===== config.mk =====
export PLATFORM = sky130hd
export DESIGN_NAME = seven_seg_capture_flat
export DESIGN_NICKNAME = d
export VERILOG_FILES = /design/src/rtl/seven_seg_pkg.sv /design/src/rtl/seven_seg_capture_if.sv /design/src/rtl/seven_seg_pattern_decode.sv /design/src/rtl/seven_seg_capture.sv /design/src/flat_wrapper.sv
export SDC_FILE = /design/constraint.sdc
export NUM_CORES = 1
export LEC_CHECK = 0
export CORE_ASPECT_RATIO = 1.2
export CORE_MARGIN = 2
export CORE_UTILIZATION = 30
export DETAILED_ROUTE_END_ITERATION = 10
export PLACE_DENSITY_LB_ADDON = 0.1
export SETUP_SLACK_MARGIN = 0.1
export SLEW_MARGIN = 20
export SYNTH_ARGS = -nofsm -noshare
export SYNTH_HDL_FRONTEND = slang
export SYNTH_SLANG_ARGS = --single-unit

===== constraint.sdc =====
create_clock -name clk -period 7.65 [get_ports clk]
set_clock_uncertainty 0.2 [all_clocks]
set_input_delay 1.9125 -clock clk [delete_from_list [all_inputs] [get_ports clk]]
set_output_delay 1.9125 -clock clk [all_outputs]
set_load 0.02 [all_outputs]

===== src/rtl/seven_seg_pkg.sv =====
// Shared 7-segment definitions: active-low segment patterns, code values, anode constants,
// plus helpers for frame classification. Also used by the display driver encoder.
package seven_seg_pkg;

    // Patterns are active low, bit order {g,f,e,d,c,b,a}
    localparam logic [6:0] SEG_0    = 7'h40;
    localparam logic [6:0] SEG_1    = 7'h79;
    localparam logic [6:0] SEG_2    = 7'h24;
    localparam logic [6:0] SEG_3    = 7'h30;
    localparam logic [6:0] SEG_4    = 7'h19;
    localparam logic [6:0] SEG_5    = 7'h12;
    localparam logic [6:0] SEG_6    = 7'h02;
    localparam logic [6:0] SEG_7    = 7'h78;
    localparam logic [6:0] SEG_8    = 7'h00;
    localparam logic [6:0] SEG_9    = 7'h10;
    localparam logic [6:0] SEG_DASH = 7'h3F;
    localparam logic [6:0] SEG_ERR  = 7'h06;

    localparam logic [3:0] CODE_DASH = 4'hA;
    localparam logic [3:0] CODE_ERR  = 4'hE;
    localparam logic [3:0] CODE_BAD  = 4'hF;

    localparam logic [3:0] AN_D0    = 4'b1110;
    localparam logic [3:0] AN_BLANK = 4'b1111;

    typedef enum logic [1:0] {
        KIND_NUM   = 2'd0,
        KIND_DASH  = 2'd1,
        KIND_ERR   = 2'd2,
        KIND_OTHER = 2'd3
    } kind_t;

    typedef enum logic [1:0] {
        ST_SYNC   = 2'd0,
        ST_SETTLE = 2'd1,
        ST_SAMPLE = 2'd2,
        ST_WAIT   = 2'd3
    } cap_state_t;

    function automatic logic [3:0] an_onehot(input logic [1:0] idx);
        logic [3:0] oh;
        oh = 4'b0001 << idx;
        return ~oh;
    endfunction

    function automatic logic all_numeric(input logic [15:0] f);
        return (f[3:0] <= 4'd9) && (f[7:4] <= 4'd9) && (f[11:8] <= 4'd9) && (f[15:12] <= 4'd9);
    endfunction

    function automatic logic [13:0] codes_to_value(input logic [15:0] f);
        return 14'(f[15:12]) * 14'd1000 + 14'(f[11:8]) * 14'd100
             + 14'(f[7:4]) * 14'd10 + 14'(f[3:0]);
    endfunction

    function automatic kind_t frame_kind(input logic [15:0] f, input logic num);
        if (f == {4{CODE_DASH}})     return KIND_DASH;
        else if (f == {4{CODE_ERR}}) return KIND_ERR;
        else if (num)                return KIND_NUM;
        else                         return KIND_OTHER;
    endfunction

endpackage


===== src/rtl/seven_seg_capture_if.sv =====
// Scan inputs and published-frame outputs of the 7-segment capture block.
interface seven_seg_capture_if;
    logic [6:0]  seg;
    logic [3:0]  an;
    logic [15:0] digits;
    logic [13:0] value;
    logic        num_ok;
    logic [1:0]  kind;
    logic        frame_valid;
    logic        seq_err;
    logic        timeout;
    logic        bad_seg;

    modport master (
        output seg, an,
        input  digits, value, num_ok, kind, frame_valid, seq_err, timeout, bad_seg
    );

    modport slave (
        input  seg, an,
        output digits, value, num_ok, kind, frame_valid, seq_err, timeout, bad_seg
    );
endinterface


===== src/rtl/seven_seg_pattern_decode.sv =====
// Combinational 7-segment pattern to 4-bit code decoder; undecodable patterns give
// CODE_BAD and raise bad.
module seven_seg_pattern_decode
    import seven_seg_pkg::*;
(
    input  logic [6:0] seg,
    output logic [3:0] code,
    output logic       bad
);
    always_comb begin
        code = CODE_BAD;
        bad  = 1'b0;
        case (seg)
            SEG_0:    code = 4'h0;
            SEG_1:    code = 4'h1;
            SEG_2:    code = 4'h2;
            SEG_3:    code = 4'h3;
            SEG_4:    code = 4'h4;
            SEG_5:    code = 4'h5;
            SEG_6:    code = 4'h6;
            SEG_7:    code = 4'h7;
            SEG_8:    code = 4'h8;
            SEG_9:    code = 4'h9;
            SEG_DASH: code = CODE_DASH;
            SEG_ERR:  code = CODE_ERR;
            default:  bad  = 1'b1;
        endcase
    end
endmodule


===== src/rtl/seven_seg_capture.sv =====
// Samples a multiplexed active-low 7-seg scan, rebuilds 4-digit frames and publishes a frame
// once it has repeated STABLE_FRAMES times in a row.
//   state  | meaning
//   SYNC   | waiting for digit0 anode to start a frame
//   SETTLE | anode just changed, let seg lines settle
//   SAMPLE | capture decoded digit; complete frame on digit3
//   WAIT   | waiting for the next anode in scan order
module seven_seg_capture
    import seven_seg_pkg::*;
#(
    parameter int unsigned SETTLE_CYCLES  = 16,
    parameter int unsigned STABLE_FRAMES  = 2,
    parameter int unsigned TIMEOUT_CYCLES = 262144
) (
    input  logic               clk,
    input  logic               rst,
    seven_seg_capture_if.slave bus
);
    localparam int unsigned SET_W = (SETTLE_CYCLES > 1) ? $clog2(SETTLE_CYCLES) : 1;
    localparam int unsigned TO_W  = (TIMEOUT_CYCLES > 1) ? $clog2(TIMEOUT_CYCLES) : 1;
    localparam int unsigned STB_W = $clog2(STABLE_FRAMES + 1);
    localparam logic [SET_W-1:0] SET_LOAD = SET_W'(SETTLE_CYCLES - 1);
    localparam logic [TO_W-1:0]  TO_LOAD  = TO_W'(TIMEOUT_CYCLES - 1);
    localparam logic [STB_W-1:0] STB_MAX  = STB_W'(STABLE_FRAMES);

    cap_state_t       state_q, state_d;
    logic [1:0]       pos_q, pos_d;
    logic [SET_W-1:0] set_cnt_q;
    logic [TO_W-1:0]  to_cnt_q;
    logic [3:0]       an_last_q;
    logic [3:0]       frame_buf_q [3];
    logic [15:0]      prev_frame_q;
    logic [STB_W-1:0] stable_cnt_q, stable_nxt;

    logic [15:0] digits_q;
    logic [13:0] value_q;
    logic        num_ok_q;
    kind_t       kind_q;
    logic        frame_valid_q, seq_err_q, timeout_q, bad_seg_q;

    logic [3:0]  code;
    logic        code_bad;
    logic        an_change, set_ld, seq_err_d, timeout_d;
    logic        frame_done, match, publish, num_now;
    logic [15:0] frame_now;

    seven_seg_pattern_decode u_decode (
        .seg  (bus.seg),
        .code (code),
        .bad  (code_bad)
    );

    // Blank anode periods carry no information, so they never count as a change.
    assign an_change = (bus.an != AN_BLANK) && (bus.an != an_last_q);

    always_comb begin
        state_d   = state_q;
        pos_d     = pos_q;
        set_ld    = 1'b0;
        seq_err_d = 1'b0;
        timeout_d = 1'b0;
        case (state_q)
            ST_SYNC: begin
                if (bus.an == AN_D0) begin
                    state_d = ST_SETTLE;
                    pos_d   = 2'd0;
                    set_ld  = 1'b1;
                end
            end
            default: begin
                if (an_change) begin
                    if (bus.an == an_onehot(pos_q + 2'd1)) begin
                        state_d = ST_SETTLE;
                        pos_d   = pos_q + 2'd1;
                        set_ld  = 1'b1;
                    end else begin
                        seq_err_d = 1'b1;
                        state_d   = ST_SYNC;
                    end
                end else if (state_q == ST_SAMPLE) begin
                    state_d = ST_WAIT;
                end else if (to_cnt_q == '0) begin
                    timeout_d = 1'b1;
                    state_d   = ST_SYNC;
                end else if (state_q == ST_SETTLE && set_cnt_q == '0) begin
                    state_d = ST_SAMPLE;
                end
            end
        endcase
    end

    always_comb begin
        frame_now  = {code, frame_buf_q[2], frame_buf_q[1], frame_buf_q[0]};
        frame_done = (state_q == ST_SAMPLE) && (pos_q == 2'd3);
        match      = (frame_now == prev_frame_q);
        num_now    = all_numeric(frame_now);
        stable_nxt = STB_W'(1);
        if (match) begin
            stable_nxt = (stable_cnt_q == STB_MAX) ? STB_MAX : stable_cnt_q + STB_W'(1);
        end
        // Publish only on the transition into a stable run, not while it stays saturated.
        publish = frame_done && !seq_err_d && (stable_nxt == STB_MAX)
                  && !(match && stable_cnt_q == STB_MAX);
    end

    always_ff @(posedge clk) begin
        if (rst) begin
            state_q       <= ST_SYNC;
            pos_q         <= 2'd0;
            set_cnt_q     <= SET_LOAD;
            to_cnt_q      <= TO_LOAD;
            an_last_q     <= AN_BLANK;
            frame_buf_q   <= '{CODE_BAD, CODE_BAD, CODE_BAD};
            prev_frame_q  <= 16'hFFFF;
            stable_cnt_q  <= '0;
            digits_q      <= 16'hFFFF;
            value_q       <= '0;
            num_ok_q      <= 1'b0;
            kind_q        <= KIND_OTHER;
            frame_valid_q <= 1'b0;
            seq_err_q     <= 1'b0;
            timeout_q     <= 1'b0;
            bad_seg_q     <= 1'b0;
        end else begin
            state_q <= state_d;
            pos_q   <= pos_d;
            if (bus.an != AN_BLANK) an_last_q <= bus.an;

            if (set_ld)                                         set_cnt_q <= SET_LOAD;
            else if (state_q == ST_SETTLE && set_cnt_q != '0)   set_cnt_q <= set_cnt_q - SET_W'(1);

            if (state_q == ST_SYNC || an_change) to_cnt_q <= TO_LOAD;
            else if (to_cnt_q != '0)              to_cnt_q <= to_cnt_q - TO_W'(1);

            if (state_q == ST_SAMPLE) begin
                case (pos_q)
                    2'd0:    frame_buf_q[0] <= code;
                    2'd1:    frame_buf_q[1] <= code;
                    2'd2:    frame_buf_q[2] <= code;
                    default: ;
                endcase
            end

            if (seq_err_d || timeout_d) begin
                stable_cnt_q <= '0;
            end else if (frame_done) begin
                stable_cnt_q <= stable_nxt;
                prev_frame_q <= frame_now;
            end

            if (publish) begin
                digits_q <= frame_now;
                num_ok_q <= num_now;
                value_q  <= num_now ? codes_to_value(frame_now) : 14'd0;
                kind_q   <= frame_kind(frame_now, num_now);
            end

            frame_valid_q <= publish;
            seq_err_q     <= seq_err_d;
            timeout_q     <= timeout_d;
            bad_seg_q     <= (state_q == ST_SAMPLE) && code_bad;
        end
    end

    assign bus.digits      = digits_q;
    assign bus.value       = value_q;
    assign bus.num_ok      = num_ok_q;
    assign bus.kind        = kind_q;
    assign bus.frame_valid = frame_valid_q;
    assign bus.seq_err     = seq_err_q;
    assign bus.timeout     = timeout_q;
    assign bus.bad_seg     = bad_seg_q;

endmodule


===== src/flat_wrapper.sv =====
// flat-port wrapper written by rule: the top's interface ports become plain ports
module seven_seg_capture_flat import seven_seg_pkg::*;
#(
    parameter int unsigned SETTLE_CYCLES  = 16,
    parameter int unsigned STABLE_FRAMES  = 2,
    parameter int unsigned TIMEOUT_CYCLES = 262144
)
  (clk, rst, bus_seg, bus_an, bus_digits, bus_value, bus_num_ok, bus_kind, bus_frame_valid, bus_seq_err, bus_timeout, bus_bad_seg);
  seven_seg_capture_if bus_i ();
  input  logic clk;
  input  logic rst;
  input wire logic [$bits(bus_i.seg)-1:0] bus_seg;
  input wire logic [$bits(bus_i.an)-1:0] bus_an;
  output wire logic [$bits(bus_i.digits)-1:0] bus_digits;
  output wire logic [$bits(bus_i.value)-1:0] bus_value;
  output wire logic [$bits(bus_i.num_ok)-1:0] bus_num_ok;
  output wire logic [$bits(bus_i.kind)-1:0] bus_kind;
  output wire logic [$bits(bus_i.frame_valid)-1:0] bus_frame_valid;
  output wire logic [$bits(bus_i.seq_err)-1:0] bus_seq_err;
  output wire logic [$bits(bus_i.timeout)-1:0] bus_timeout;
  output wire logic [$bits(bus_i.bad_seg)-1:0] bus_bad_seg;
  assign bus_i.seg = bus_seg;
  assign bus_i.an = bus_an;
  assign bus_digits = bus_i.digits;
  assign bus_value = bus_i.value;
  assign bus_num_ok = bus_i.num_ok;
  assign bus_kind = bus_i.kind;
  assign bus_frame_valid = bus_i.frame_valid;
  assign bus_seq_err = bus_i.seq_err;
  assign bus_timeout = bus_i.timeout;
  assign bus_bad_seg = bus_i.bad_seg;
  seven_seg_capture #(.SETTLE_CYCLES(SETTLE_CYCLES), .STABLE_FRAMES(STABLE_FRAMES), .TIMEOUT_CYCLES(TIMEOUT_CYCLES)) u_core (.clk(clk), .rst(rst), .bus(bus_i));
endmodule

==> results.yml <==
yosys:
  postSynthAreaPerCell_um2: 8.94
  yosys_warnings: 0
  syn_inst: 743
  async_reset_ff_frac: 0
  synthDistinctLibCells: 73
  yosysTopAreaCell: "dfxtp_1"
  yosys.area.top_type_share: 0.292
  synth_area_leaders: "dfxtp_1 (29%), ha_1 (12%), xnor2_1 (5.1%)"
  synthFlopType: "dfxtp_1"
  syn-cell-area_um2: 6640
  synth_edf_count: 0
  synth.yosys.seq_area_share: 0.292
  synth_nets: 836
  ys_seq_elements: 97
power:
  finalPower_mw: 1.59
  leakage_nw: 3.25
  ir_drop_mv: 0.286
  p_per_area_nw_per_um2: 195
sta:
  final.period_utilization: 0.951
  setup_viol_count_final: 0
  min_period_ns: 7.28
  hold_viol: 0
  rsz0062_at_grt: "no"
  timing.hold.ws_ns: 0.280
  drv_slew: 0
  slew-limit-headroom: 0.374
  clock.fmax_mhz: 137
  tightest_slew_ns: 0.939
cells_and_area:
  antenna_cells: 0
  synthToLayoutAreaGrowth_pct: 22.6
  drive_gt1_frac: 0.136
  nNetsFinal: 916
detailed_routing:
  viasPerCell: 5.08
  ant_nets: 0
  wl_met3_um: 501
  wl_per_cell_um: 16.0
  dr_total_vias: 5595
  drt_first_iter_violations: 236
  highest-signal-layer: "met4"
  m1WireLength_um: 8200
  dr.pass1.iters: 4
  route.met2.wl_um: 8620
  drcViolationCount: 0
  wirelength_um: 17600
grt:
  grt_pass1_wl_um: 29100
  grt_antenna_before_repair: 0
  first_global_vias: 5647
  overflow: 0
  grt_max_degree: 50
  track_usage: 0.153
clocking:
  cts_buffer_depth: 2
  clockRootBuffer: "clkbuf_16"
  cts_tree: "yes"
  clkLatencyLatePin_ns: 0.36
  cts_sinks: 97
  cts_made_buffers: 9
  clk_pin_slew_ns: 0.07
  cts_hold_buf: 0
  htreeDepth: 3
floorplan:
  start_util: 0.306
  die_w_um: 140
  fp.dieH_um: 167
  dieArea_um2: 23300
  core_um2: 21700
  num_io_pins: 50
  rows: 59
run:
  cap_violations: 0
critical_path:
  required_ns: 7.73
  path_max_fanout: 9
  end_kind: "flip-flop"
  critPathLaunchType: "input pin"
  critPathArrivalTime_ns: 7.35
  path_class: "input pin to flip-flop"
outcome:
  outcome: "finished clean"
placement:
  gp_congestion: 0.875
  place.port_buffers: 49
  hpwl_um: 13200
worst_hold_path:
  hp-class: "flip-flop to flip-flop"
## what timing repair did
item / CTS / global route
setup endpoints to repair: 1 / 5
resized for setup: 1 / 26
pin swaps: 0 / 10
buffers inserted: 0 / 1
## worst paths after layout
| check | depth (start not counted) | slack (ns) | startpoint | to |
|---|---|---|---|---|
| max | 22 | 0.37 | bus_seg[4] | u_core.bus.value[12] |
| min | 2 | 0.28 | u_core.stable_cnt_q[1] | u_core.stable_cnt_q[1] |
| min reg2reg | 2 | 0.28 | u_core.stable_cnt_q[1] | u_core.stable_cnt_q[1] |
| max reg2reg | 16 | 2.96 | u_core.frame_buf_q[7] | u_core.bus.value[12] |
## through the flow
stage               instances  setup TNS, ns  utilization  cell area (µm²)  setup slack, ns
floorplan                 743              0            -             6640            0.218
global placement         1085         -0.728        0.355             7690           -0.246
detailed placement       1085         -0.841        0.355             7690           -0.271
CTS                      1101              0        0.368             7990            0.139
global route             1102              0        0.375             8140            0.108
finish                   1102              0        0.375             8140            0.373
## worst max-delay path, cell delays in order
cell and delay [ns]:
clkdlybuf4s50_1 0.44, buf_4 0.18, nand2b_1 0.24, or3_4 0.43, o211ai_1 0.13, nand2_1 0.15, inv_1 0.11, ha_1 0.24
fa_1 0.52, inv_1 0.07, fa_1 0.56, inv_1 0.06, fa_1 0.44, ha_1 0.31, ha_1 0.30, o21a_1 0.15
a2111oi_2 0.07, buf_4 0.16, or4_1 0.50, o211ai_1 0.11, nand4_1 0.11, a21oi_1 0.16
## layer usage
| layer | global-route usage | up-vias |
|---|---|---|
| li1 | - | 2806 |
| met1 | 0.199 | 2705 |
| met2 | 0.261 | 65 |
| met3 | 0.0213 | 19 |
| met4 | 0.0504 | 0 |
| met5 | 0 | - |
## cell usage in the layout (no fill, tap or decap), types with 17 or more instances in the layout
master,instances
nor2_1,45
clkdlybuf4s50_1,45
a21oi_1,28
ha_1,60
a211o_1,37
buf_4,60
nand2_1,62
xnor2_1,39
inv_1,50
a21boi_1,19
nand4_1,17
dfxtp_1,97
xor2_1,17
## Yosys cell counts (3+ instances only)
cell        n
and4_1      3
nand2_1    62
or4_4       3
nand2b_1    9
nor3b_1     3
nor4_1      8
nor2_1     46
o41ai_1     4
or4_1       6
nor4b_1     3
buf_6       4
nor3_1     16
a211o_1    37
buf_2       4
or2_2       5
a21o_1      8
a21oi_1    32
a21boi_1   19
dfxtp_1    97
a31oi_1     4
xor2_1     17
or3_1       9
nand4_1    17
o21ai_0    13
ha_1       65
fa_1       15
xnor2_1    39
inv_1      50
buf_4       6
and3_1      4
nand3_1    14
nand3b_1   16
nor2b_1     9
a2bb2oi_1   4
o211ai_1    5
clkbuf_1   24
a21bo_1    14
nand4b_1    5
## layout make-up
cell class / count / area, µm²
Clock buffer: 10 / 239
Clock inverter: 6 / 60.1
Fill cell: 2241 / 13600
Inverter: 51 / 194
Multi-Input combinational cell: 554 / 4410
Sequential cell: 97 / 1940
Tap cell: 274 / 343
Timing Repair Buffer: 110 / 951
## registers in the layout, summed over array words and instances (netlist names)
name and count:
u_core.state_q 2, u_core.bus.num_ok 1, u_core.bus.digits 16, u_core.frame_buf_q 12, u_core.prev_frame_q 16, u_core.bus.value 14
u_core.bus.bad_seg 1, u_core.bus.timeout 1, u_core.bus.frame_valid 1, u_core.to_cnt_q 18, u_core.bus.kind 2, u_core.bus.seq_err 1
u_core.pos_q 2, u_core.stable_cnt_q 2, u_core.set_cnt_q 4, u_core.an_last_q 4
## report_power, final
part / internal, mW / switching, mW
clock: 0.237 / 0.218
sequential: 0.507 / 0.00177
combinational: 0.335 / 0.293
## cell families after synthesis
family	count (synthesis)	synth area share
AOI/OAI and AO/OA	167	0.196
buffers and inverters	92	0.0628
muxes	2	0.00320
xor gates and xnor gates	56	0.0739
and+or+nand+nor	248	0.202
adders and majority gates	81	0.169
DFF	97	0.292
Power figures use the tool's default switching activity.
